==> src/rtl/bcd_countdown_timer_if.sv <==
// Control and display signals between the timer, its controller and the display driver.
interface bcd_countdown_timer_if;
  logic       tick;
  logic       load;
  logic [7:0] preset_min;
  logic [7:0] preset_sec;
  logic       start;
  logic       pause;
  logic [7:0] min_bcd;
  logic [7:0] sec_bcd;
  logic       running;
  logic       done;
  logic       expired;

  modport master (
    output tick, load, preset_min, preset_sec, start, pause,
    input  min_bcd, sec_bcd, running, done, expired
  );

  modport slave (
    input  tick, load, preset_min, preset_sec, start, pause,
    output min_bcd, sec_bcd, running, done, expired
  );
endinterface

==> src/rtl/bcd_countdown_timer.sv <==
// MM:SS BCD countdown timer: load/start/pause control, one-second decrement every
// TICKS_PER_SEC counted ticks, one-cycle done pulse and sticky expired flag.
module bcd_countdown_timer #(
  parameter int TICKS_PER_SEC = 5
) (
  input  logic                  clk,
  input  logic                  rst_n,
  bcd_countdown_timer_if.slave  bus
);
  localparam int CW = (TICKS_PER_SEC > 1) ? $clog2(TICKS_PER_SEC) : 1;
  localparam logic [CW-1:0] CNT_LAST = CW'(TICKS_PER_SEC - 1);

  typedef enum logic [1:0] {IDLE, RUN, PAUSED, EXPIRED} state_t;

  state_t        state, state_n;
  logic [CW-1:0] cnt, cnt_n;
  logic [7:0]    min_q, min_n, sec_q, sec_n;
  logic          running_q, done_q, done_n, expired_q;

  always_ff @(posedge clk or negedge rst_n) begin
    if (!rst_n) begin
      state     <= IDLE;
      cnt       <= '0;
      min_q     <= 8'h00;
      sec_q     <= 8'h00;
      running_q <= 1'b0;
      done_q    <= 1'b0;
      expired_q <= 1'b0;
    end else begin
      state     <= state_n;
      cnt       <= cnt_n;
      min_q     <= min_n;
      sec_q     <= sec_n;
      running_q <= (state_n == RUN);
      done_q    <= done_n;
      expired_q <= (state_n == EXPIRED);
    end
  end

  always_comb begin
    state_n = state;
    cnt_n   = cnt;
    min_n   = min_q;
    sec_n   = sec_q;
    done_n  = 1'b0;
    if (bus.load) begin
      min_n[7:4] = (bus.preset_min[7:4] > 4'd9) ? 4'd9 : bus.preset_min[7:4];
      min_n[3:0] = (bus.preset_min[3:0] > 4'd9) ? 4'd9 : bus.preset_min[3:0];
      sec_n[7:4] = (bus.preset_sec[7:4] > 4'd5) ? 4'd5 : bus.preset_sec[7:4];
      sec_n[3:0] = (bus.preset_sec[3:0] > 4'd9) ? 4'd9 : bus.preset_sec[3:0];
      cnt_n      = '0;
      state_n    = IDLE;
    end else if (bus.pause) begin
      if (state == RUN) state_n = PAUSED;
    end else if (bus.start) begin
      if ((state == IDLE && {min_q, sec_q} != 16'h0000) || state == PAUSED)
        state_n = RUN;
    end else if (bus.tick && state == RUN) begin
      if (cnt == CNT_LAST) begin
        cnt_n = '0;
        // Borrow chain; RUN is never entered at 00:00 so no wrap guard is needed.
        if (sec_q[3:0] != 4'd0) sec_n[3:0] = sec_q[3:0] - 4'd1;
        else begin
          sec_n[3:0] = 4'd9;
          if (sec_q[7:4] != 4'd0) sec_n[7:4] = sec_q[7:4] - 4'd1;
          else begin
            sec_n[7:4] = 4'd5;
            if (min_q[3:0] != 4'd0) min_n[3:0] = min_q[3:0] - 4'd1;
            else begin
              min_n[3:0] = 4'd9;
              min_n[7:4] = min_q[7:4] - 4'd1;
            end
          end
        end
        if ({min_n, sec_n} == 16'h0000) begin
          state_n = EXPIRED;
          done_n  = 1'b1;
        end
      end else begin
        cnt_n = cnt + 1'b1;
      end
    end
  end

  assign bus.min_bcd = min_q;
  assign bus.sec_bcd = sec_q;
  assign bus.running = running_q;
  assign bus.done    = done_q;
  assign bus.expired = expired_q;
endmodule

==> src/flat_wrapper.sv <==
// flat-port wrapper written by rule: the top's interface ports become plain ports
module bcd_countdown_timer_flat 
#(
  parameter int TICKS_PER_SEC = 5
)
  (clk, rst_n, bus_tick, bus_load, bus_preset_min, bus_preset_sec, bus_start, bus_pause, bus_min_bcd, bus_sec_bcd, bus_running, bus_done, bus_expired);
  bcd_countdown_timer_if bus_i ();
  input  logic clk;
  input  logic rst_n;
  input wire logic [$bits(bus_i.tick)-1:0] bus_tick;
  input wire logic [$bits(bus_i.load)-1:0] bus_load;
  input wire logic [$bits(bus_i.preset_min)-1:0] bus_preset_min;
  input wire logic [$bits(bus_i.preset_sec)-1:0] bus_preset_sec;
  input wire logic [$bits(bus_i.start)-1:0] bus_start;
  input wire logic [$bits(bus_i.pause)-1:0] bus_pause;
  output wire logic [$bits(bus_i.min_bcd)-1:0] bus_min_bcd;
  output wire logic [$bits(bus_i.sec_bcd)-1:0] bus_sec_bcd;
  output wire logic [$bits(bus_i.running)-1:0] bus_running;
  output wire logic [$bits(bus_i.done)-1:0] bus_done;
  output wire logic [$bits(bus_i.expired)-1:0] bus_expired;
  assign bus_i.tick = bus_tick;
  assign bus_i.load = bus_load;
  assign bus_i.preset_min = bus_preset_min;
  assign bus_i.preset_sec = bus_preset_sec;
  assign bus_i.start = bus_start;
  assign bus_i.pause = bus_pause;
  assign bus_min_bcd = bus_i.min_bcd;
  assign bus_sec_bcd = bus_i.sec_bcd;
  assign bus_running = bus_i.running;
  assign bus_done = bus_i.done;
  assign bus_expired = bus_i.expired;
  bcd_countdown_timer #(.TICKS_PER_SEC(TICKS_PER_SEC)) u_core (.clk(clk), .rst_n(rst_n), .bus(bus_i));
endmodule
==> config.mk <==
export PLATFORM = sky130hd
export DESIGN_NAME = bcd_countdown_timer_flat
export DESIGN_NICKNAME = d
export VERILOG_FILES = /design/src/rtl/bcd_countdown_timer_if.sv /design/src/rtl/bcd_countdown_timer.sv /design/src/flat_wrapper.sv
export SDC_FILE = /design/constraint.sdc
export NUM_CORES = 1
export LEC_CHECK = 0
export BUFFER_PORTS_ARGS = -buffer_cell sky130_fd_sc_hd__buf_2
export CAP_MARGIN = 10
export CELL_PAD_IN_SITES_DETAIL_PLACEMENT = 1
export CELL_PAD_IN_SITES_GLOBAL_PLACEMENT = 1
export CORE_UTILIZATION = 39
export CTS_CLUSTER_SIZE = 30
export DETAILED_ROUTE_END_ITERATION = 12
export PLACE_DENSITY_LB_ADDON = 0.2
export SLEW_MARGIN = 10
export SYNTH_ARGS = -nofsm -noshare
export SYNTH_HDL_FRONTEND = slang
export SYNTH_SLANG_ARGS = --single-unit
==> constraint.sdc <==
create_clock -name clk -period 2.09 [get_ports clk]
set_input_delay 0.3135 -clock clk [delete_from_list [all_inputs] [get_ports clk]]
set_output_delay 0.3135 -clock clk [all_outputs]
set_load 0.02 [all_outputs]
; ---- Word level (Yosys, flattened, before mapping)
; Index checks and enable logic that the tools add are counted.
; Widths: inputs -> output; s select.
[classes]
n_addsub = 5
n_mul = 0
div_mod_pow = 0
magnitude_cmp = 4
eq_ne = 7
shifts = 0
n_mux = 55
bitwise = 0
n_reduce_logical = 13
[ops]
columns = cell, count
row1 = $mux 8, 17
row2 = $mux 4, 19
row3 = $logic_not 16->1, 1
row4 = $mux 2, 8
row5 = $reduce_bool 16->1, 1
row6 = $sub 4x1->4 const B, 4
row7 = $mux 3, 5
row8 = $gt 4x4->1 const B, 3
row9 = $reduce_bool 4->1, 3
row10 = $mux 1, 6
row11 = $eq 2x1->1 const B, 2
row12 = $eq 2x2->1 const B, 2
row13 = $gt 4x3->1 const B, 1
row14 = $ne 2x2->1 const B, 2
row15 = $reduce_and 4->1, 1
row16 = $reduce_bool 2->1, 2
row17 = $add 3x1->3 const B, 1
row18 = $eq 3x3->1 const B, 1
row19 = $reduce_and 3->1, 1
row20 = $logic_and 1x1->1, 2
row21 = $logic_not 2->1, 1
row22 = $logic_or 1x1->1, 1
[word_totals]
ff_bits = 24
latchBits = 0
ramBits = 0
romBits = 0
out_inout_bits = 19
elab_cells = 91
n_memories = 0

; ---- Logic depth before layout (Yosys ltp)
; Gate-level depths: netlist of the first run.
[logic_depth]
depth_word = 17
ltp_mapped = 8
mapped_depth_nobuf = 7

; ---- Worst setup path before layout of the first run
; Ideal clock, no wire load.
[synth_path]
path_kind = register -> register
from = register u_core.sec_q[0], in the netlist u_core.bus.sec_bcd[0]
to = register u_core.expired_q, in the netlist u_core.bus.expired
setup_ns = 0.120
arrival_ns = 1.774
required_ns = 1.970
setup_slack_ns = 0.196
path_stages_with_launch = 7
path_buffers = 1
period_less_slack_ns = 1.894
cell_sequence = dfrtp_1 > buf_2 > or2_2 > or4_4 > nand4_2 > o21ai_2 > and3_1
[synth_via]
elab_chain_len = 15
elab_cells_between_ends = 32
cone_classes = add/sub: 1 / eq/ne: 1 / mux: 25 / reduce/logical: 5
[synth_lines]
columns = element, line_no
row1 = start: declaration, bcd_countdown_timer.sv:17  ; logic [7:0] min_q, min_n, sec_q, sec_n;
row2 = start signal: assignment, bcd_countdown_timer.sv:33  ; sec_q <= sec_n;
row3 = $sub 4x1->4 or $reduce_bool 4->1 (tied branches), bcd_countdown_timer.sv:62  ; if (sec_q[3:0] != 4'd0) sec_n[3:0] = sec_q[3:0] - 4'd1;
row4 = $mux 4 or $mux 8 (tied branches), bcd_countdown_timer.sv:62
row5 = $mux 4 or $mux 8 (tied branches), bcd_countdown_timer.sv:59  ; if (cnt == CNT_LAST) begin
row6 = $mux 4 or $mux 8 (tied branches), bcd_countdown_timer.sv:58  ; end else if (bus.tick && state == RUN) begin
row7 = $mux 4 or $mux 8 (tied branches), bcd_countdown_timer.sv:55  ; end else if (bus.start) begin
row8 = $mux 4 or $mux 8 (tied branches), bcd_countdown_timer.sv:53  ; end else if (bus.pause) begin
row9 = $mux 4 or $mux 8 (tied branches), bcd_countdown_timer.sv:46  ; if (bus.load) begin
row10 = $logic_not 16->1, bcd_countdown_timer.sv:75  ; if ({min_n, sec_n} == 16'h0000) begin
row11 = $mux 2, bcd_countdown_timer.sv:75
row12 = $mux 2, bcd_countdown_timer.sv:59
row13 = $mux 2, bcd_countdown_timer.sv:58
row14 = $mux 2 *, bcd_countdown_timer.sv:55
row15 = $mux 2 *, bcd_countdown_timer.sv:53
row16 = $mux 2 *, bcd_countdown_timer.sv:46
row17 = $eq 2x2->1 *, bcd_countdown_timer.sv:36  ; expired_q <= (state_n == EXPIRED);
row18 = end signal: assignment, bcd_countdown_timer.sv:36
row19 = end: declaration, bcd_countdown_timer.sv:18  ; logic running_q, done_q, done_n, expired_q;
; Mark *: on every way between the ends. The rest lies on a longest branch, timed or not. The select of a mux whose other input is x is not followed.
; A chain may end at the register's enable or synchronous reset.

; ---- Worst setup path in the final report of the first run
[layout_path]
from = register u_core.sec_q[2], in the netlist u_core.bus.sec_bcd[2]
to = register u_core.min_q[5], in the netlist u_core.bus.min_bcd[5]
[layout_via]
elab_chain_len = 12
[layout_lines]
columns = element, line_no
row1 = $reduce_bool 4->1, bcd_countdown_timer.sv:62
row2 = $mux 8, bcd_countdown_timer.sv:62
row3 = $mux 8, bcd_countdown_timer.sv:59
row4 = $mux 8, bcd_countdown_timer.sv:58
row5 = $mux 8, bcd_countdown_timer.sv:55
row6 = $mux 8, bcd_countdown_timer.sv:53
row7 = $mux 8, bcd_countdown_timer.sv:46
row8 = $mux 8, bcd_countdown_timer.sv:59
row9 = $mux 8, bcd_countdown_timer.sv:58
row10 = $mux 8, bcd_countdown_timer.sv:55
row11 = $mux 8, bcd_countdown_timer.sv:53
row12 = $mux 8, bcd_countdown_timer.sv:46
row13 = end signal: assignment, bcd_countdown_timer.sv:32  ; min_q <= min_n;
row14 = end: declaration, bcd_countdown_timer.sv:17
; No other way between the ends. The select of a mux whose other input is x is not followed.

==> results of run 1 <==
-- routing by layer --
| layer | GRT usage, % | up-vias | share of wire (%) |
|---|---|---|---|
| met5 | 0 | - | 0 |
| met4 | 7.50 | 0 | 1.3 |
| met3 | 2.86 | 6 | 2.8 |
| met2 | 41.0 | 30 | 53 |
| met1 | 26.6 | 702 | 43 |
| li1 | - | 682 | - |
-- worst reg2reg max path: cells and delay by family (launching register included) --
| kind | cells | cell delay [ns] |
|---|---|---|
| compound gates | 1 | 0.11 |
| flops | 1 | 0.44 |
| mux | 1 | 0.33 |
| simple gates | 3 | 0.94 |
-- flip-flops by register name (all words and copies together), names as in the netlist --
signal	cells
u_core.state	2
u_core.bus.running	1
u_core.bus.sec_bcd	8
u_core.bus.done	1
u_core.bus.min_bcd	8
u_core.cnt	3
u_core.bus.expired	1
-- Yosys cell counts (all sizes together), types with 3 or more instances --
library cell / number / share of area (%)
o21ai: 17 / 5.9
nor2: 14 / 3.5
o21a: 3 / 1.5
xor2: 7 / 4.1
nand3: 4 / 1.7
clkbuf: 4 / 1.0
nor3: 9 / 4.8
nand4: 5 / 2.5
nand2: 14 / 3.5
nand4b: 4 / 2.3
a21oi: 10 / 3.3
ha: 4 / 3.3
mux2i: 4 / 2.7
inv: 5 / 1.2
dfrtp: 24 / 40
nor4: 6 / 2.5
-- path summary, 6_finish.rpt --
check	to	slack, ns	cells past startpoint
max	u_core.bus.min_bcd[5]$_DFFE_PN0P_	0.20	5
min	u_core.bus.min_bcd[2]$_DFFE_PN0P_	0.02	1
max reg2reg	u_core.bus.min_bcd[5]$_DFFE_PN0P_	0.20	5
min reg2reg	u_core.cnt[2]$_DFFE_PN0P_	0.58	2
max in group asynchronous	u_core.bus.min_bcd[5]$_DFFE_PN0P_	1.70	1
min in group clk	u_core.bus.min_bcd[2]$_DFFE_PN0P_	0.27	3
-- logic make-up after synthesis --
family	share of synthesized area (%)
AND/OR/NAND/NOR	28.4
buffers and inverters	3.57
XOR/XNOR	5.23
adder cells (fa/ha/maj)	3.32
flip-flops	39.8
AO/OA/AOI/OAI	16.0
multiplexers	3.65
-- stage by stage --
| stage | setup slack, ns | cells |
|---|---|---|
| after floorplan | 0.196 | 163 |
| after global placement | 0.253 | 250 |
| after detailed placement | 0.219 | 250 |
| after CTS | 0.199 | 253 |
| after global routing | 0.116 | 253 |
| final | 0.203 | 253 |
-- cell type report --
cell class / instances / area, sq um
Tap cell: 48 / 60.1
Timing Repair Buffer: 45 / 238
Fill cell: 455 / 1870
Clock buffer: 3 / 41.3
Multi-Input combinational cell: 127 / 853
Inverter: 6 / 22.5
Sequential cell: 24 / 601
-- power by group through the flow --
stage	clock, uW	combinational [uW]	sequential, uW
6_report	279	242	534
5_1_grt	305	268	539
4_1_cts	289	245	533
3_5_place_dp	0	244	543
3_3_place_gp	0	233	538
2_1_floorplan	0	118	565
==> results.cfg, run 1 <==
[critical_path]
crit_buf_inv = 0
cp_data_arrival_time_ns = 2.08
worstPathMaxFanout = 7
startpoint_type = flop
end_kind = flop
cp_cell_sequence = or3_4 -> nor3_4 -> nand3_2 -> mux2_4 -> o22ai_2
r2r-start = u_core.bus.sec_bcd[2]$_DFFE_PN0P_
crit_path_top_delay_cell = or3_4
critPathLaunch = u_core.bus.sec_bcd[2]$_DFFE_PN0P_
crit_type = flop to flop
crit_required_ns = 2.29
slowest_delay_ns = 0.45
crit_family = simple AND/OR/NAND/NOR gates

[synth]
synth_enable_flop_cells = 0
synth-seq-area-share_pct = 39.8
synth-main-ff-cell = dfrtp_1
yosysUniqueCellTypes = 47
ys_async_sr_fraction_pct = 100
syn_nets = 189
ys_warn_count = 0
postSynthCellCount = 163
synth_area_sq_um = 1510
syn_area_per_cell_sq_um = 9.25
synth-seq-cells = 24

[timing]
setup_viol = 0
rsz0062_at_grt = no
drv_slew = 0
fin_hold_ws_ns = 0.0198
fin_setup_tns_ns = 0
fin_skew_ns = 0.00323
relSlewSlack_pct = 63.1
tightest_slew_ns = 0.554
layout_min_cycle_time_ns = 1.89
hold_viol = 0
fmax_mhz = 530
period_share_pct = 90.3

[detailed_routing]
vias = 1420
drc = 0
vias_per_cell = 5.61
drtIter0Drc = 52
final_antenna_net_count = 0
wl_um = 4150
drtPass1Iterations = 4
drt-wirelength-per-cell_um = 16.4

[power]
switching_share_pct = 32.0
leakage_uw = 0.000832
seq_power_share_pct = 50.6
combPwrFrac_pct = 22.9
switching_power_uw = 338
finalPower_uw = 1060
powerDensity_nw_per_um2 = 581
p_clk_share_pct = 26.5
irDropWorstVdd_v = 0.000337
p_int_uw = 717

[die]
die_h_um = 64.2
boundaryPins = 41
core-area_sq_um = 3690
initial_core_util_pct = 40.9
rows = 22
die_area_sq_um = 4120
die_width_um = 64.2

[global_routing]
grt_pass1_vias = 1512
grt_start_max_net_pins = 25
antenna_found_initial = 0
gr-total-overflow = 0
grt_first_pass_wirelength_um = 7060
track_usage_pct = 22.3

[final_layout]
syn2layout_area_growth_pct = 20.4
mostFrequentLayoutCell = buf_2
nNetsFinal = 233
final_cell_mix = buf_2 (40), dfrtp_1 (24), nor2_1 (14), nand2_1 (14), a21oi_1 (10)
final_util_pct = 49.2
diodes = 0
final_area_sq_um = 1820
drive_gt1_share_pct = 29.8

[clock_tree]
postCtsSetupRepairBufs = 0
cts_tree = done
ctsResizeCount = 0
cts-root-buf = clkbuf_8
worstSkewPairLatency_ns = 0.27
cts_made_buffers = 3
ctsHoldBuffers = 0
clock-sinks = 24
clkTransAtPathRegs_ns = 0.08
clock_path_buffers = 2
htreeDepth = 1

[hold_path]
hp-class = primary input to asynchronous set/reset pin

[placed_design]
dpl_cell_area_sq_um = 1770
io_buffers = 40
dp.final_hpwl_um = 3150
gp_congestion = 0.857

[status]
status = complete, no violations

[flow_run]
cap_violations = 0
Note: power is estimated with default switching activity, not from simulation.
==> run 2, diff against run 1 <==
- CORE_MARGIN: unset -> 2
==> run 2 against run 1 <==
Via count fell by 0.99%. Register-to-register slack barely moved. Critical endpoint is now u_core.bus.expired$_DFF_PN0_. Sequential share of layout area did not move. Largest cell class unchanged. Maximum frequency fell by 0.77%. Die area rose by 6.3%. Worst setup slack got worse by 0.015 ns. Critical path type unchanged. Total power fell by 0.40%. Routed wire length fell by 4.6%. Critical path depth did not move.
==> results.cfg, run 2 (synthesis results as in run 1) <==
[status]
status = complete, no violations

[power]
leakage_uw = 0.000832
finalPower_uw = 1050
irDropWorstVdd_v = 0.000295
powerDensity_nw_per_um2 = 579

[final_layout]
diodes = 0
nNetsFinal = 233
drive_gt1_share_pct = 29.8
syn2layout_area_growth_pct = 20.4
final_util_pct = 49.2
mostFrequentLayoutCell = buf_2
final_cell_mix = buf_2 (40), dfrtp_1 (24), nor2_1 (14), nand2_1 (14), a21oi_1 (10)

[clock_tree]
cts-root-buf = clkbuf_8
clock_path_buffers = 2
cts_tree = done
htreeDepth = 1
worstSkewPairLatency_ns = 0.27
cts_made_buffers = 3
ctsResizeCount = 0
clkTransAtPathRegs_ns = 0.08
ctsHoldBuffers = 0
postCtsSetupRepairBufs = 0
clock-sinks = 24

[detailed_routing]
wl_um = 3960
drtIter0Drc = 46
drt-wirelength-per-cell_um = 15.6
final_antenna_net_count = 0
vias_per_cell = 5.56
vias = 1406
drc = 0
drtPass1Iterations = 4

[global_routing]
track_usage_pct = 20.3
gr-total-overflow = 0
grt_first_pass_wirelength_um = 6830
grt_pass1_vias = 1479
grt_start_max_net_pins = 25
antenna_found_initial = 0

[timing]
layout_min_cycle_time_ns = 1.90
fmax_mhz = 526
fin_skew_ns = 0.00270
tightest_slew_ns = 0.544
relSlewSlack_pct = 63.7
hold_viol = 0
worst_slack_ns = 0.188
period_share_pct = 91.0
drv_slew = 0
rsz0062_at_grt = no
setup_viol = 0
fin_setup_tns_ns = 0

[die]
core-area_sq_um = 3690
die_h_um = 66.2
die_width_um = 66.2
initial_core_util_pct = 40.9
die_area_sq_um = 4380
boundaryPins = 41
rows = 22

[critical_path]
worstPathMaxFanout = 6
cp_cell_sequence = or3_4 -> or4_4 -> nand4_2 -> o21ai_2 -> and3_1
end_kind = flop
crit_required_ns = 2.25
cp_data_arrival_time_ns = 2.06
crit_type = flop to flop
crit_path_top_delay_cell = or4_4
slowest_delay_ns = 0.53
crit_buf_inv = 0
crit_family = simple AND/OR/NAND/NOR gates
startpoint_type = flop

[flow_run]
cap_violations = 0

[hold_path]
hp-class = primary input to asynchronous set/reset pin

[placed_design]
place_ws_ns = 0.209
dp.final_hpwl_um = 3080
io_buffers = 40
gp_congestion = 0.846
-- run 2: metrics by stage --
| stage | instance area [sq um] | hold WS, ns | std cells |
|---|---|---|---|
| after global placement | 1770 | 0.331 | 250 |
| after floorplan | 1510 | 0.0179 | 163 |
| after detailed placement | 1770 | 0.339 | 250 |
| after global routing | 1820 | 0.0542 | 253 |
| after CTS | 1820 | 0.0464 | 253 |
| final | 1820 | 0.0191 | 253 |
-- run 2: area by class of cell --
| cell class | instances | area [sq um] |
|---|---|---|
| Clock buffer | 3 | 41.3 |
| Fill cell | 472 | 1870 |
| Inverter | 6 | 22.5 |
| Multi-Input combinational cell | 127 | 853 |
| Sequential cell | 24 | 601 |
| Tap cell | 48 | 60.1 |
| Timing Repair Buffer | 45 | 238 |
-- run 2: path summary, 6_finish.rpt --
check	startpoint	end	slack [ns]	cells after the start
min reg2reg	u_core.cnt[0]$_DFFE_PN0P_	u_core.cnt[0]$_DFFE_PN0P_	0.58	2
max reg2reg	u_core.bus.sec_bcd[2]$_DFFE_PN0P_	u_core.bus.expired$_DFF_PN0_	0.19	5
max in group asynchronous	rst_n	u_core.bus.min_bcd[7]$_DFFE_PN0P_	1.71	1
max	u_core.bus.sec_bcd[2]$_DFFE_PN0P_	u_core.bus.expired$_DFF_PN0_	0.19	5
min in group clk	bus_preset_sec[1]	u_core.bus.sec_bcd[1]$_DFFE_PN0P_	0.27	3
min	rst_n	u_core.bus.min_bcd[2]$_DFFE_PN0P_	0.02	1
-- run 2: where the power goes --
part | switching (uW) | internal [uW]
registers | 40.1 | 492
logic | 144 | 96.6
clock network | 149 | 129
-- run 2: metal layers --
metal	wire (um)	track usage, %
met5	0	0
met4	42	6.38
met3	126	2.56
met2	1990	35.3
met1	1790	26.1
==> run 3, diff against run 2 <==
- RECOVER_POWER: unset -> 50
- clock period: 2.09 -> 2 ns (I/O delays scaled with it)
==> run 3 against run 2 <==
Design area is 0.90% higher. Utilization is 0.44 points higher. Largest power group unchanged. Flip-flop and latch count stayed put. Via count is 1.1% lower. Count of clock-buffer cells in the layout is 1 higher. Total power is 8.6% higher. Worst setup slack worse by 0.10 ns. Critical path depth stayed put.
==> results.cfg, run 3 (synthesis results as in run 1) <==
[critical_path]
worstPathMaxFanout = 6
crit_buf_inv = 0
cp_cell_sequence = or3_4 -> or4_4 -> nand4_2 -> o21ai_2 -> and3_1
slowest_delay_ns = 0.53
cp_data_arrival_time_ns = 2.07
crit_family = simple AND/OR/NAND/NOR gates
end_kind = flop
crit_type = flop to flop
startpoint_type = flop
crit_required_ns = 2.16
crit_path_top_delay_cell = or4_4

[final_layout]
syn2layout_area_growth_pct = 21.5
fin_cells = 256
drive_gt1_share_pct = 26.0
final_cell_mix = buf_2 (30), dfrtp_1 (24), nor2_1 (14), nand2_1 (14)
diodes = 0
nNetsFinal = 235
mostFrequentLayoutCell = buf_2

[global_routing]
grt_pass1_vias = 1420
grt_start_max_net_pins = 25
gr-total-overflow = 0
antenna_found_initial = 0
grt_first_pass_wirelength_um = 6780
track_usage_pct = 20.4

[die]
initial_core_util_pct = 40.9
core-area_sq_um = 3690
die_area_sq_um = 4380
die_width_um = 66.2
die_h_um = 66.2
boundaryPins = 41
rows = 22

[clock_tree]
cts_made_buffers = 3
postCtsSetupRepairBufs = 0
cts-root-buf = clkbuf_8
cts_tree = done
ctsResizeCount = 0
clkTransAtPathRegs_ns = 0.09
worstSkewPairLatency_ns = 0.27
clock_path_buffers = 2
ctsHoldBuffers = 0
htreeDepth = 1
clock-sinks = 24

[detailed_routing]
final_antenna_net_count = 0
drtIter0Drc = 62
wl_um = 3960
drc = 0
vias = 1391
drt-wirelength-per-cell_um = 15.5
vias_per_cell = 5.43
drtPass1Iterations = 4

[timing]
period_share_pct = 95.6
rsz0062_at_grt = no
fin_skew_ns = 0.00251
fmax_mhz = 523
drv_slew = 0
hold_viol = 0
relSlewSlack_pct = 10.3
fin_setup_tns_ns = 0
layout_min_cycle_time_ns = 1.91
setup_viol = 0
fin_hold_ws_ns = 0.258
tightest_slew_ns = 1.34

[flow_run]
cap_violations = 0

[placed_design]
place_inst = 252
gp_congestion = 0.880
dp.final_hpwl_um = 3090
io_buffers = 40

[power]
powerDensity_nw_per_um2 = 623
leakage_uw = 0.000815
irDropWorstVdd_v = 0.000205
finalPower_uw = 1140

[hold_path]
hp-class = primary input to flop

[status]
status = complete, no violations
## run 3: layout make-up
cell class              count  area, sq um
multi-input cells         127          853
fillers                   471         1860
flip-flops and latches     24          601
repair buffers             47          240
clock buffers               4         55.1
well taps                  48         60.1
inverters                   6         22.5
## run 3: final timing paths
check                                                  start                           endpoint  slack, ns  cells past startpoint
setup / recovery           u_core.bus.sec_bcd[2]$_DFFE_PN0P_       u_core.bus.expired$_DFF_PN0_       0.09                      5
hold / removal                             bus_preset_sec[1]  u_core.bus.sec_bcd[1]$_DFFE_PN0P_       0.26                      3
setup reg to reg           u_core.bus.sec_bcd[2]$_DFFE_PN0P_       u_core.bus.expired$_DFF_PN0_       0.09                      5
hold reg to reg                    u_core.cnt[2]$_DFFE_PN0P_          u_core.cnt[2]$_DFFE_PN0P_       0.58                      2
max in group asynchronous                              rst_n  u_core.bus.sec_bcd[1]$_DFFE_PN0P_       0.90                      1
min in group asynchronous                              rst_n  u_core.bus.min_bcd[2]$_DFFE_PN0P_       0.32                      1
## run 3: power by group
part	leakage (uW)	switching [uW]	internal, uW
logic	0.000482	157	99.8
clock network	0.0000288	159	176
registers	0.000305	37.0	514
total	0.000815	352	790
## run 3: metal layers
metal / vias to the layer above / share of wire (%) / track usage [%]
met5: - / 0 / 0
met4: 0 / 1.3 / 6.89
met3: 5 / 3.4 / 2.21
met2: 30 / 50 / 35.0
met1: 673 / 45 / 26.6
li1: 683 / - / -
## run 3: worst min-delay path, delay by kind of cell
family	cells	cell delay [ns]
and+or+nand+nor	1	0.04
buffers and inverters	1	0.09
AOI/OAI and AO/OA	1	0.06
## run 3: stage by stage
stage | util, % | setup WS [ns] | cell area [sq um]
6_report | 49.7 | 0.0883 | 1830
5_1_grt | 49.7 | 0.00174 | 1830
2_1_floorplan | - | 0.106 | 1510
4_1_cts | 50.0 | 0.0882 | 1840
3_5_place_dp | 48.5 | 0.101 | 1790
3_3_place_gp | 48.5 | 0.163 | 1790
